## config.mk

```make
export PLATFORM = sky130hd
export DESIGN_NAME = serializer_sched
export DESIGN_NICKNAME = d
export VERILOG_FILES = /design/src/rtl/serializer_sched.sv
export SDC_FILE = /design/constraint.sdc
export NUM_CORES = 1
export LEC_CHECK = 0
export ABC_CLOCK_PERIOD_IN_PS = 4700
export CAP_MARGIN = 15
export CORE_MARGIN = 3
export CORE_UTILIZATION = 55
export DETAILED_ROUTE_END_ITERATION = 7
export GPL_TIMING_DRIVEN = 0
export MAX_ROUTING_LAYER = met4
export PLACE_DENSITY = 0.88
export SLEW_MARGIN = 20
export SYNTH_ARGS = -nofsm -noshare
export SYNTH_HDL_FRONTEND = slang
export SYNTH_SLANG_ARGS = --single-unit
```

## constraint.sdc

```tcl
create_clock -name clk_i -period 4.7 [get_ports clk_i]
set_input_delay 1.175 -clock clk_i [delete_from_list [all_inputs] [get_ports clk_i]]
set_output_delay 1.175 -clock clk_i [all_outputs]
set_load 0.05 [all_outputs]
```

## src/rtl/serializer_sched.sv

```systemverilog
// Frame scheduler ahead of serializer_in: data FIFO plus a single-entry
// priority control slot, fixed-priority arbitration, one start pulse per
// frame, end-of-transfer wait with timeout abort, and optional idle-comma fill.
module serializer_sched #(
  parameter int unsigned DEPTH     = 8,
  parameter bit          IDLE_FILL = 1'b1,
  parameter logic [26:0] IDLE_WORD = 27'h17C_BC_BC,
  parameter int unsigned GAP_CYC   = 2,
  parameter int unsigned TIMEOUT   = 1024
) (
  input  logic                       clk_i,
  input  logic                       rst_i,
  input  logic                       enable_i,
  input  logic                       wr_valid_i,
  input  logic [26:0]                wr_data_i,
  output logic                       wr_ready_o,
  input  logic                       ctl_valid_i,
  input  logic [26:0]                ctl_data_i,
  output logic                       ctl_ready_o,
  output logic                       ser_start_o,
  output logic [31:0]                ser_data_o,
  input  logic                       ser_eot_i,
  output logic                       busy_o,
  output logic [$clog2(DEPTH):0]     level_o,
  output logic [15:0]                sent_cnt_o,
  output logic                       err_o,
  input  logic                       err_clr_i
);

  localparam int unsigned AW = $clog2(DEPTH);
  localparam int unsigned LW = AW + 1;
  localparam int unsigned TW = $clog2(TIMEOUT);
  localparam int unsigned GW = (GAP_CYC < 2) ? 1 : $clog2(GAP_CYC);

  localparam logic [LW-1:0] DEPTH_L  = LW'(DEPTH);
  localparam logic [TW-1:0] TMO_LAST = TW'(TIMEOUT - 1);
  // GAP lasts at least one cycle even when GAP_CYC is zero.
  localparam logic [GW-1:0] GAP_LAST = (GAP_CYC == 0) ? '0 : GW'(GAP_CYC - 1);

  typedef enum logic [1:0] {
    S_IDLE,
    S_LAUNCH,
    S_WAIT_EOT,
    S_GAP
  } state_e;

  state_e          state_q, state_d;
  logic [26:0]     mem [DEPTH];
  logic [AW-1:0]   wr_ptr_q, wr_ptr_d;
  logic [AW-1:0]   rd_ptr_q, rd_ptr_d;
  logic [LW-1:0]   level_q, level_d;
  logic            ctl_full_q, ctl_full_d;
  logic [26:0]     ctl_data_q, ctl_data_d;
  logic [26:0]     data_q, data_d;
  logic [TW-1:0]   tmo_q, tmo_d;
  logic [GW-1:0]   gap_q, gap_d;
  logic [15:0]     sent_q, sent_d;
  logic            err_q, err_d;
  logic            eot_q;

  logic            push;
  logic            pop_fifo;
  logic            pop_ctl;
  logic            err_set;
  logic            eot_rise;

  assign wr_ready_o  = (level_q != DEPTH_L);
  assign ctl_ready_o = ~ctl_full_q;
  assign ser_start_o = (state_q == S_LAUNCH);
  assign busy_o      = (state_q != S_IDLE);
  assign ser_data_o  = {5'b0, data_q};
  assign level_o     = level_q;
  assign sent_cnt_o  = sent_q;
  assign err_o       = err_q;

  assign push     = wr_valid_i & wr_ready_o;
  assign eot_rise = ser_eot_i & ~eot_q;

  // Scheduler next-state: source arbitration, eot/timeout wait, gap timing.
  always_comb begin
    state_d  = state_q;
    data_d   = data_q;
    tmo_d    = tmo_q;
    gap_d    = gap_q;
    sent_d   = sent_q;
    err_set  = 1'b0;
    pop_fifo = 1'b0;
    pop_ctl  = 1'b0;
    unique case (state_q)
      S_IDLE: begin
        if (enable_i) begin
          if (ctl_full_q) begin
            data_d  = ctl_data_q;
            pop_ctl = 1'b1;
            state_d = S_LAUNCH;
          end else if (level_q != '0) begin
            data_d   = mem[rd_ptr_q];
            pop_fifo = 1'b1;
            state_d  = S_LAUNCH;
          end else if (IDLE_FILL) begin
            data_d  = IDLE_WORD;
            state_d = S_LAUNCH;
          end
        end
      end
      S_LAUNCH: begin
        tmo_d   = '0;
        state_d = S_WAIT_EOT;
      end
      S_WAIT_EOT: begin
        // An eot edge arriving on the timeout cycle still counts as delivered.
        if (eot_rise) begin
          sent_d  = sent_q + 16'd1;
          gap_d   = '0;
          state_d = S_GAP;
        end else if (tmo_q == TMO_LAST) begin
          err_set = 1'b1;
          gap_d   = '0;
          state_d = S_GAP;
        end else begin
          tmo_d = tmo_q + TW'(1);
        end
      end
      S_GAP: begin
        if (gap_q == GAP_LAST) begin
          state_d = S_IDLE;
        end else begin
          gap_d = gap_q + GW'(1);
        end
      end
      default: state_d = S_IDLE;
    endcase
    err_d = err_set ? 1'b1 : (err_clr_i ? 1'b0 : err_q);
  end

  // FIFO pointers/occupancy and control-slot next-state.
  always_comb begin
    wr_ptr_d   = wr_ptr_q;
    rd_ptr_d   = rd_ptr_q;
    level_d    = level_q;
    ctl_full_d = ctl_full_q;
    ctl_data_d = ctl_data_q;
    if (push)     wr_ptr_d = wr_ptr_q + AW'(1);
    if (pop_fifo) rd_ptr_d = rd_ptr_q + AW'(1);
    unique case ({push, pop_fifo})
      2'b10:   level_d = level_q + LW'(1);
      2'b01:   level_d = level_q - LW'(1);
      default: level_d = level_q;
    endcase
    if (pop_ctl) ctl_full_d = 1'b0;
    // Slot only accepts when empty, so load and pop never coincide.
    if (ctl_valid_i && !ctl_full_q) begin
      ctl_full_d = 1'b1;
      ctl_data_d = ctl_data_i;
    end
  end

  // FIFO storage; contents need no reset since occupancy gates every read.
  always_ff @(posedge clk_i) begin
    if (push) mem[wr_ptr_q] <= wr_data_i;
  end

  // State and datapath registers.
  always_ff @(posedge clk_i or negedge rst_i) begin
    if (!rst_i) begin
      state_q    <= S_IDLE;
      wr_ptr_q   <= '0;
      rd_ptr_q   <= '0;
      level_q    <= '0;
      ctl_full_q <= 1'b0;
      ctl_data_q <= '0;
      data_q     <= '0;
      tmo_q      <= '0;
      gap_q      <= '0;
      sent_q     <= '0;
      err_q      <= 1'b0;
      eot_q      <= 1'b0;
    end else begin
      state_q    <= state_d;
      wr_ptr_q   <= wr_ptr_d;
      rd_ptr_q   <= rd_ptr_d;
      level_q    <= level_d;
      ctl_full_q <= ctl_full_d;
      ctl_data_q <= ctl_data_d;
      data_q     <= data_d;
      tmo_q      <= tmo_d;
      gap_q      <= gap_d;
      sent_q     <= sent_d;
      err_q      <= err_d;
      eot_q      <= ser_eot_i;
    end
  end

endmodule

```

# --- After elaboration in Yosys (flattened, before gate mapping) ---
# Memories as Yosys holds them, arrays and structs flattened.
# Index checks and enable logic that the tools add are counted.
word_totals:
  reg_bits: 96
  ramBits: 216
  in_bits: 61
  out_inout_bits: 57
  n_memories: 1
memory_table:
  columns: ["name", "words", "width", "rd", "rd_ports_with_merged_regs", "write_ports", "line", "rtl"]
  rows:
  - ["mem", 8, 27, 1, 0, 1, "48", "logic [26:0] mem [DEPTH];"]
op_classes:
  add_sub_neg: 7
  n_eq_ne: 12
  muxes: 31
  bitwise_logic: 4
  n_reduce_logical: 15
ops:
  columns: ["operator", "n"]
  rows:
  - ["27-bit 2-to-1 mux", 2]
  - ["10-bit 2-to-1 mux", 2]
  - ["10-bit case mux with 2 select lines", 1]
  - ["1-bit 2-to-1 mux", 19]
  - ["16-bit by 1-bit adder with 16-bit output (second input constant)", 1]
  - ["2-bit nonzero test", 6]
  - ["10-bit by 1-bit adder with 10-bit output (second input constant)", 1]
  - ["10-bit == test (second input constant)", 1]
  - ["2-bit 2-to-1 mux", 4]
  - ["2-bit != test (second input constant)", 4]
  - ["2-bit case mux with 4 select lines", 1]
  - ["4-bit case mux with 2 select lines", 1]
  - ["3-bit by 1-bit adder with 3-bit output (second input constant)", 2]
  - ["2-bit == test (second input constant)", 3]
  - ["2-bit AND reduction", 3]
  - ["3-bit AND reduction", 2]
  - ["4-bit by 1-bit adder with 4-bit output (second input constant)", 1]
  - ["2-bit by 1-bit == test with 1-bit output (second input constant)", 2]
  - ["4-bit != test (second input constant)", 1]
  - ["4-bit nonzero test", 1]
  - ["4-bit by 1-bit subtractor with 4-bit output (second input constant)", 1]
  - ["3-bit != test (second input constant)", 1]
  - ["1-bit AND", 2]
  - ["2-bit logical NOT", 1]
  - ["5 further kinds", 6]

# --- Logic depth before layout (Yosys ltp) ---
# Gate-level depths: netlist of the first run.
logic_depth:
  depth_word: 7
  ltp_mapped: 14
  depth_no_buf: 12

# --- Least setup slack after synthesis of the first run ---
# Ideal clock, no wire load.
synth_path:
  kind: "reg2reg"
  startpoint: "reg level_q[0] (netlist: level_o[0])"
  endpoint: "mem mem[0][0], enable pin"
  setup_time_ns: 0.445
  arrival_time_ns: 3.692
  slack_ns: 0.563
  stages_incl_launch_ff: 5
  path_buffers: 0
  synth_period_minus_slack_ns: 4.137
  path_cell_list: "dfrtp_1 > or4b_1 > nand2_1 > or2_2 > nor3_1"
synth_between:
  elab_chain_cells: 4
synth_lines:
  columns: ["element", "line", "rtl"]
  rows:
  - ["from (decl)", "51", "logic [LW-1:0] level_q, level_d;"]
  - ["from (signal assigned)", "182", "level_q <= level_d;"]
  - ["4-bit != test", "67", "assign wr_ready_o = (level_q != DEPTH_L);"]
  - ["via wr_ready_o", "16", "output logic wr_ready_o,"]
  - ["1-bit AND", "76", "assign push = wr_valid_i & wr_ready_o;"]
  - ["1-bit 2-to-1 mux", "160", "if (push) mem[wr_ptr_q] <= wr_data_i;"]
  - ["1-bit 2-to-1 mux (not written as such)", "160", null]
  - ["to (decl)", "48", null]
# The timed path passes the listed nets, and every way through them passes these cells.

# --- Worst setup path in the final report of the first run ---
layout_path:
  startpoint: "reg ctl_full_q"
  endpoint: "out ctl_ready_o"
layout_between:
  elab_chain_cells: 1
layout_lines:
  columns: ["element", "line", "rtl"]
  rows:
  - ["from (decl)", "52", "logic ctl_full_q, ctl_full_d;"]
  - ["from (signal assigned)", "183", "ctl_full_q <= ctl_full_d;"]
  - ["1-bit inverter", "68", "assign ctl_ready_o = ~ctl_full_q;"]
  - ["to (decl)", "19", "output logic ctl_ready_o,"]
# Every way passes these cells.

==> qor.json, run 1 <==
{
  "outcome": {"value": "complete, no violations"},
  "irDropWorstVdd": {"value": 0.528, "unit": "mV"},
  "global_route_congestion_overflow_total": {"value": 0},
  "grt_pass1_wl": {"value": 45.7, "unit": "mm"},
  "design.core.area": {"value": 22000, "unit": "um2"},
  "timing.max_cap.violations": {"value": 0},
  "critical-path-top-delay-family": {"value": "buffers and inverters"},
  "final.setup.tns": {"value": 0, "unit": "ps"},
  "worst_slew_pin_slew": {"value": 998, "unit": "ps"},
  "post_cts_gate_resize_count": {"value": 0},
  "setup-violations-final": {"value": 0},
  "post_synth_num_cell_types": {"value": 49},
  "area_growth_syn_to_layout": {"value": 22.7, "unit": "%"},
  "postSynth.topFlopCell": {"value": "sky130_fd_sc_hd__edfxtp_1"},
  "final_period_minus_worst_setup_slack": {"value": 3950, "unit": "ps"},
  "detailedPlacementHpwl": {"value": 18.8, "unit": "mm"},
  "final_area": {"value": 15300, "unit": "um2"},
  "clockBufferDepth": {"value": 3},
  "grt_max_degree": {"value": 58},
  "die_h": {"value": 157, "unit": "um"},
  "gate_count_after_technology_mapping": {"value": 714},
  "hold_viol_final": {"value": 0},
  "cts_setup_buffers": {"value": 0},
  "detail-route-antenna-nets": {"value": 0},
  "worstRegToRegCells": {"value": 14},
  "number_of_buffers_added_on_ports": {"value": 112},
  "critPathBufInv": {"value": 3},
  "hold_start": {"value": "sent_cnt_o[13]"},
  "max_freq": {"value": 253, "unit": "MHz"},
  "tritoncts_clock_tree": {"value": "built"},
  "floorplan.die.width": {"value": 157, "unit": "um"},
  "synth.cell_area": {"value": 12500, "unit": "um2"},
  "drive_gt1_frac": {"value": 0.202},
  "max_stage_delay": {"value": 890, "unit": "ps"},
  "synthArstFlopShare": {"value": 0.308},
  "initial_drt_pass_iterations": {"value": 5},
  "rsz0062_at_grt": {"value": "no"},
  "power_leakage": {"value": 5.49, "unit": "nW"},
  "hold-path-endpoint": {"value": "sent_cnt_o[13]"},
  "mean_cell_area_of_the_mapped_netlist": {"value": 17.5, "unit": "um2"},
  "clock_skew": {"value": 30.1, "unit": "ps"},
  "power_frac_comb": {"value": 0.344},
  "slew_violations": {"value": 0},
  "place_congestion": {"value": 0.845},
  "p_clk_frac": {"value": 0.255},
  "drcViolationCount": {"value": 0},
  "first_global_vias": {"value": 7702},
  "antenna_found_initial": {"value": 1},
  "timing.final.crit_share": {"value": 0.840},
  "gr-usage-all-layers": {"value": 0.255},
  "pin_count": {"value": 118},
  "floorplan.rows": {"value": 54},
  "timing.slew.headroom": {"value": 0.334},
  "cts_hold_fix_bufs": {"value": 0},
  "dieArea": {"value": 24500, "unit": "um2"},
  "r2r_start": {"value": "state_q[0]"},
  "seq_power_share": {"value": 0.401},
  "p_switching": {"value": 3.38, "unit": "mW"},
  "drt_first_iter_violations": {"value": 597},
  "cellPowerDensity": {"value": 637, "unit": "nW/um2"},
  "tritoncts.num_buffers": {"value": 30},
  "regToRegEndpoint": {"value": "level_o[2]"},
  "path_cells": {"value": "inv_1, clkbuf_1, clkdlybuf4s50_1"},
  "worst_skew_pair.late_latency": {"value": 580, "unit": "ps"},
  "critical_path_required": {"value": 3520, "unit": "ps"},
  "cts-htree-levels": {"value": 1},
  "layout_commonest_cell": {"value": "sky130_fd_sc_hd__edfxtp_1"},
  "totalWireLength": {"value": 30.0, "unit": "mm"},
  "intPower": {"value": 6.37, "unit": "mW"},
  "yosysWarningCount": {"value": 0},
  "worst-path-max-fanout": {"value": 10},
  "part_of_the_yosys_area_used_for_sequential_elements": {"value": 0.713},
  "dr_total_vias": {"value": 7384},
  "cts.root.buffer_cell": {"value": "sky130_fd_sc_hd__clkbuf_16"},
  "critical_path_class": {"value": "register to primary output"},
  "synth-edff-count": {"value": 216},
  "floorplan.initialDensity": {"value": 0.566},
  "critPathLaunchType": {"value": "register"},
  "reg2reg_setup_slack": {"value": 1560, "unit": "ps"},
  "drt-wirelength-per-cell": {"value": 25.4, "unit": "um"},
  "whs_path_depth": {"value": 1},
  "cp-end-kind": {"value": "primary output"},
  "cell_with_the_largest_stage_delay_on_the_worst_path": {"value": "sky130_fd_sc_hd__clkdlybuf4s50_1"},
  "worst-endpoint-arrival": {"value": 2770, "unit": "ps"},
  "ys_seq_elements": {"value": 312},
  "post_dp_cell_area": {"value": 14300, "unit": "um2"},
  "cts_num_sinks": {"value": 312},
  "clkSlewWorstSetupHoldPaths": {"value": 60, "unit": "ps"},
  "netSwitchingFraction": {"value": 0.347},
  "viasPerCell": {"value": 6.26},
  "commonest_non_fill_non_tap_cells_in_the_layout": {"value": "216 x sky130_fd_sc_hd__edfxtp_1, 111 x sky130_fd_sc_hd__clkdlybuf4s50_1, 96 x sky130_fd_sc_hd__dfrtp_1, 54 x sky130_fd_sc_hd__mux4_2, 42 x sky130_fd_sc_hd__nand2_1"},
  "min_path_type": {"value": "register to register"},
  "fin_nets": {"value": 949}
}
==> layer usage <==
layer	GRT usage	share of wire
met1	0.341	0.39
met4	0.0800	0.033
met2	0.406	0.49
met3	0.0451	0.080
met5	-	0
==> metrics by stage <==
stage	total power, mW	cells	setup WS [ps]	util	hold slack [ps]
4_1_cts	9.77	1179	786	0.695	501
5_1_grt	10.1	1180	719	0.695	508
2_1_floorplan	6.05	718	563	-	475
6_report	9.75	1180	750	0.695	493
3_3_place_gp	7.01	1110	-1530	0.634	463
3_5_place_dp	7.25	1124	693	0.648	490
==> kinds of logic after synthesis <==
family,share of synthesized area
muxes,0.150
and+or+nand+nor,0.0492
xor gates and xnor gates,0.0162
AOI/OAI and AO/OA,0.0413
DFF,0.713
buffers and inverters,0.0187
other,0.000301
adders and majority gates,0.0120
==> area by class of cell <==
cell class	instances	area, um2
Antenna cell	1	2.50
Buffer	37	203
Clock buffer	42	867
Clock inverter	13	163
Fill cell	1334	6720
Inverter	8	30.0
Multi-Input combinational cell	361	3420
Sequential cell	312	8890
Tap cell	280	350
Timing Repair Buffer	126	1380
==> how the worst max path moves through the flow <==
stage / start / to / slack [ps] / cells after the start
after floorplan: level_o[0] / mem[0][0] / 560 / 4
after global placement: wr_valid_i / mem[0][12] / -1530 / 4
after detailed placement: enable_i / level_o[2] / 690 / 13
after CTS: ctl_full_q / ctl_ready_o / 790 / 3
after global routing: ctl_full_q / ctl_ready_o / 720 / 3
final: ctl_full_q / ctl_ready_o / 750 / 3
==> power groups by stage <==
stage               registers [mW]  clock network, mW  logic, mW
floorplan                     4.33                  0       1.72
global placement              3.90                  0       3.10
detailed placement            3.93                  0       3.32
CTS                           3.90               2.50       3.37
global route                  3.96               2.60       3.55
finish                        3.91               2.48       3.35
==> sequential cells by signal (all words and copies together) (netlist names), 3 cells and up <==
name,flops
ctl_data_q,27
data_q,27
level_o,4
mem,216
rd_ptr_q,3
sent_cnt_o,16
tmo_q,10
wr_ptr_q,3
==> synth_stat cells, types with 8 or more instances <==
library cell	count	area, um2
sky130_fd_sc_hd__ha_1	12	150
sky130_fd_sc_hd__mux2i_1	29	290
sky130_fd_sc_hd__nand2_1	42	158
sky130_fd_sc_hd__clkbuf_1	12	45.0
sky130_fd_sc_hd__xnor2_1	15	131
sky130_fd_sc_hd__a21oi_1	16	80.1
sky130_fd_sc_hd__o21ai_0	18	90.1
sky130_fd_sc_hd__o22ai_1	13	81.3
sky130_fd_sc_hd__mux2_2	31	349
sky130_fd_sc_hd__nor2_1	30	113
sky130_fd_sc_hd__nand3_1	12	60.1
sky130_fd_sc_hd__buf_2	9	45.0
sky130_fd_sc_hd__xor2_1	8	70.1
sky130_fd_sc_hd__edfxtp_1	216	6490
sky130_fd_sc_hd__mux4_2	54	1220
sky130_fd_sc_hd__buf_4	14	105
sky130_fd_sc_hd__a22oi_1	16	120
sky130_fd_sc_hd__dfrtp_1	96	2400
==> worst reg2reg max path, stage by stage (launching register included) <==
cell,delay (ps)
sky130_fd_sc_hd__dfrtp_1,410
sky130_fd_sc_hd__inv_1,150
sky130_fd_sc_hd__ha_1,240
sky130_fd_sc_hd__nand2_1,100
sky130_fd_sc_hd__or3_1,350
sky130_fd_sc_hd__buf_2,180
sky130_fd_sc_hd__inv_2,230
sky130_fd_sc_hd__buf_4,290
sky130_fd_sc_hd__ha_1,300
sky130_fd_sc_hd__xor2_1,100
sky130_fd_sc_hd__ha_1,180
sky130_fd_sc_hd__a21oi_1,140
sky130_fd_sc_hd__xor2_1,150
sky130_fd_sc_hd__nor2_1,60
sky130_fd_sc_hd__xor2_1,140
(Power assumes the default switching activity.)
==> inputs of run 2 (changes only) <==
--- a/config.mk
+++ b/config.mk
@@ -5,14 +5,14 @@
 export SDC_FILE = /design/constraint.sdc
 export NUM_CORES = 1
 export LEC_CHECK = 0
-export ABC_CLOCK_PERIOD_IN_PS = 4700
+export ABC_CLOCK_PERIOD_IN_PS = 3150
 export CAP_MARGIN = 15
 export CORE_MARGIN = 3
-export CORE_UTILIZATION = 55
+export CORE_UTILIZATION = 51
 export DETAILED_ROUTE_END_ITERATION = 7
 export GPL_TIMING_DRIVEN = 0
 export MAX_ROUTING_LAYER = met4
-export PLACE_DENSITY = 0.88
+export PLACE_DENSITY = 0.86
 export SLEW_MARGIN = 20
 export SYNTH_ARGS = -nofsm -noshare
 export SYNTH_HDL_FRONTEND = slang
==> constraint.sdc (replaced) <==
create_clock -name clk_i -period 3.15 [get_ports clk_i]
set_input_delay 0.7875 -clock clk_i [delete_from_list [all_inputs] [get_ports clk_i]]
set_output_delay 0.7875 -clock clk_i [all_outputs]
set_load 0.05 [all_outputs]
==> run 2 against run 1 <==
Non-clock buffer count down 3. Worst hold slack worse by 340 ps. Sequential power up 49%. Total power up 49%. Count of clock-buffer cells in the layout down 6. Final cell count up 3.2%. Global-route usage down 2.1 points. Flip-flop and latch count unchanged. Critical endpoint is now level_o[2].
==> qor.json, run 2 (same netlist as run 1, synthesis figures left out) <==
{
  "finalWorstSetupSlack": {"value": 156, "unit": "ps", "change": "was 750 ps"},
  "pre_cts_ws": {"value": -467, "unit": "ps", "change": "was 693 ps"},
  "dr_total_vias": {"value": 7240, "change": "was 7384"},
  "commonest_non_fill_non_tap_cells_in_the_layout": {"value": "216 x sky130_fd_sc_hd__edfxtp_1, 109 x sky130_fd_sc_hd__clkdlybuf4s50_1, 96 x sky130_fd_sc_hd__dfrtp_1, 54 x sky130_fd_sc_hd__mux4_2, 42 x sky130_fd_sc_hd__nand2_1", "change": "was 216 x sky130_fd_sc_hd__edfxtp_1, 111 x sky130_fd_sc_hd__clkdlybuf4s50_1, 96 x sky130_fd_sc_hd__dfrtp_1, 54 x sky130_fd_sc_hd__mux4_2, 42 x sky130_fd_sc_hd__nand2_1"},
  "reg.largest.list": {"value": "mem: 216 flops, ctl_data_q: 27 flops, data_q: 27 flops", "change": "unchanged"},
  "power_leakage": {"value": 5.49, "unit": "nW", "change": "about the same"},
  "floorplan.rows": {"value": 56, "change": "was 54"},
  "intPower": {"value": 9.51, "unit": "mW", "change": "was 6.37 mW"},
  "first_global_vias": {"value": 7578, "change": "was 7702"},
  "hold_viol_final": {"value": 0, "change": "unchanged"},
  "cellPowerDensity": {"value": 945, "unit": "nW/um2", "change": "was 637 nW/um2"},
  "totalWireLength": {"value": 29.4, "unit": "mm", "change": "was 30.0 mm"},
  "timing.max_cap.violations": {"value": 0, "change": "unchanged"},
  "worst-path-max-fanout": {"value": 11, "change": "was 10"},
  "cell_with_the_largest_stage_delay_on_the_worst_path": {"value": "sky130_fd_sc_hd__clkdlybuf4s50_1", "change": "unchanged"},
  "detail-route-antenna-nets": {"value": 0, "change": "unchanged"},
  "critPathMostFrequentCell": {"value": "sky130_fd_sc_hd__xor2_1"},
  "detailedPlacementHpwl": {"value": 18.8, "unit": "mm", "change": "about the same"},
  "min_path_type": {"value": "input port to async pin", "change": "was register to register"},
  "viasPerCell": {"value": 5.94, "change": "was 6.26"},
  "worstSetupStartpoint": {"value": "enable_i", "change": "was ctl_full_q"},
  "pin_count": {"value": 118, "change": "unchanged"},
  "power_frac_comb": {"value": 0.345, "change": "was 0.344"},
  "setup-violations-final": {"value": 0, "change": "unchanged"},
  "worst_hold_slack": {"value": 155, "unit": "ps", "change": "was 493 ps"},
  "floorplan.die.width": {"value": 162, "unit": "um", "change": "was 157 um"},
  "drt_first_iter_violations": {"value": 685, "change": "was 597"},
  "cts_hold_fix_bufs": {"value": 0, "change": "unchanged"},
  "final_period_minus_worst_setup_slack": {"value": 2990, "unit": "ps"},
  "tritoncts_clock_tree": {"value": "built", "change": "unchanged"},
  "number_of_buffers_added_on_ports": {"value": 112, "change": "unchanged"},
  "post_dp_cell_area": {"value": 14300, "unit": "um2", "change": "about the same"},
  "seq_power_share": {"value": 0.399, "change": "was 0.401"},
  "fin_nets": {"value": 947, "change": "was 949"},
  "final_area": {"value": 15400, "unit": "um2", "change": "was 15300 um2"},
  "worst_skew_pair.late_latency": {"value": 560, "unit": "ps", "change": "was 580 ps"},
  "drive_gt1_frac": {"value": 0.210, "change": "was 0.202"},
  "cts.root.buffer_cell": {"value": "sky130_fd_sc_hd__clkbuf_16", "change": "unchanged"},
  "clock_skew": {"value": 17.5, "unit": "ps", "change": "was 30.1 ps"},
  "timing.final.crit_share": {"value": 0.951},
  "antenna_cells": {"value": 0, "change": "was 1"},
  "drt-wirelength-per-cell": {"value": 24.1, "unit": "um", "change": "was 25.4 um"},
  "place_congestion": {"value": 0.868, "change": "was 0.845"},
  "utilization": {"value": 0.648, "change": "was 0.695"},
  "max_stage_delay": {"value": 560, "unit": "ps", "change": "was 890 ps"},
  "outcome": {"value": "complete, no violations", "change": "unchanged"},
  "initial_drt_pass_iterations": {"value": 6, "change": "was 5"},
  "global_route_congestion_overflow_total": {"value": 0, "change": "unchanged"},
  "max_freq": {"value": 334, "unit": "MHz"},
  "dieArea": {"value": 26400, "unit": "um2", "change": "was 24500 um2"},
  "p_clk_frac": {"value": 0.256, "change": "was 0.255"},
  "top_register": {"value": "mem", "change": "unchanged"},
  "antenna_found_initial": {"value": 0, "change": "was 1"},
  "critical-path-top-delay-family": {"value": "buffers and inverters", "change": "unchanged"},
  "critPathBufInv": {"value": 4, "change": "was 3"},
  "number_of_flip_flops_in_the_largest_register": {"value": 216, "change": "unchanged"},
  "design.core.area": {"value": 23800, "unit": "um2", "change": "was 22000 um2"},
  "gr-usage-all-layers": {"value": 0.233, "change": "was 0.255"},
  "tritoncts.num_buffers": {"value": 31, "change": "was 30"},
  "rsz0062_at_grt": {"value": "no", "change": "unchanged"},
  "netSwitchingFraction": {"value": 0.346, "change": "was 0.347"},
  "critPathLaunchType": {"value": "input port", "change": "was register"},
  "slew_violations": {"value": 0, "change": "unchanged"},
  "critical_path_required": {"value": 3570, "unit": "ps", "change": "was 3520 ps"},
  "final.setup.tns": {"value": 0, "unit": "ps", "change": "unchanged"},
  "grt_max_degree": {"value": 54, "change": "was 58"},
  "worst_slew_pin_slew": {"value": 980, "unit": "ps", "change": "was 998 ps"},
  "area_growth_syn_to_layout": {"value": 23.3, "unit": "%", "change": "was 22.7%"},
  "clockBufferDepth": {"value": 3, "change": "unchanged"},
  "cp-end-kind": {"value": "register", "change": "was primary output"},
  "critical_path_class": {"value": "input port to register", "change": "was register to primary output"},
  "p_switching": {"value": 5.03, "unit": "mW", "change": "was 3.38 mW"},
  "irDropWorstVdd": {"value": 0.702, "unit": "mV", "change": "was 0.528 mV"},
  "clkSlewWorstSetupHoldPaths": {"value": 60, "unit": "ps", "change": "about the same"},
  "floorplan.initialDensity": {"value": 0.525, "change": "was 0.566"},
  "cts_num_sinks": {"value": 312, "change": "unchanged"},
  "die_h": {"value": 162, "unit": "um", "change": "was 157 um"},
  "cts-htree-levels": {"value": 1, "change": "unchanged"},
  "worst-endpoint-arrival": {"value": 3420, "unit": "ps", "change": "was 2770 ps"},
  "grt_pass1_wl": {"value": 44.9, "unit": "mm", "change": "was 45.7 mm"},
  "timing.slew.headroom": {"value": 0.347, "change": "was 0.334"},
  "drcViolationCount": {"value": 0, "change": "unchanged"},
  "layout_commonest_cell": {"value": "sky130_fd_sc_hd__edfxtp_1", "change": "unchanged"},
  "r2r_start": {"value": "state_q[0]", "change": "unchanged"},
  "path_cells": {"value": "clkdlybuf4s50_1, nand2_1, or3_1, buf_2, clkinv_2, buf_6, ha_2, xor2_1, ha_1, a21oi_1, xor2_1, nor2_1, xor2_1", "change": "was inv_1, clkbuf_1, clkdlybuf4s50_1"}
}
[run 2: metal layers]
metal  track usage  wire length [um]  vias up
li1              -                 -     3099
met1         0.303             11600     3688
met2         0.367             14100      372
met3        0.0580              2650       81
met4        0.0779              1030        0
met5             -                 0        -
[run 2: final timing paths]
| kind | to | slack (ps) | cells past startpoint |
|---|---|---|---|
| setup / recovery | level_o[2] | 160 | 13 |
| max in group asynchronous | ctl_data_q[10] | 2380 | 2 |
| min in group clk_i | sent_cnt_o[14] | 490 | 1 |
| hold / removal | level_o[3] | 150 | 1 |
| setup reg to reg | level_o[2] | 170 | 14 |
| hold reg to reg | sent_cnt_o[14] | 490 | 1 |
[run 2: layout make-up]
cell class,count,area (um2)
clock buffers,36,815
clock inverters,22,223
repair buffers,123,1370
flip-flops and latches,312,8890
multi-input cells,361,3450
inverters,8,31.3
plain buffers,37,206
well taps,319,399
fillers,1580,8370
[run 2: timing repair]
action / 4_1_cts / 5_1_grt
setup buffers: 0 / 0
setup endpoints to repair: 2 / 4
resized for setup: 2 / 7
[run 2: power by group through the flow]
| stage | Clock [mW] | Combinational [mW] | Sequential (mW) |
|---|---|---|---|
| after floorplan | 0 | 2.57 | 6.47 |
| after global placement | 0 | 4.65 | 5.81 |
| after detailed placement | 0 | 4.97 | 5.84 |
| after CTS | 3.75 | 5.04 | 5.79 |
| after global routing | 3.93 | 5.33 | 5.88 |
| final | 3.72 | 5.02 | 5.81 |
[run 2: stage by stage]
stage          total power [mW]  std cells
6_report                   14.5       1218
5_1_grt                    15.1       1218
4_1_cts                    14.6       1218
3_5_place_dp               10.8       1160
3_3_place_gp               10.5       1149
2_1_floorplan              9.03        718
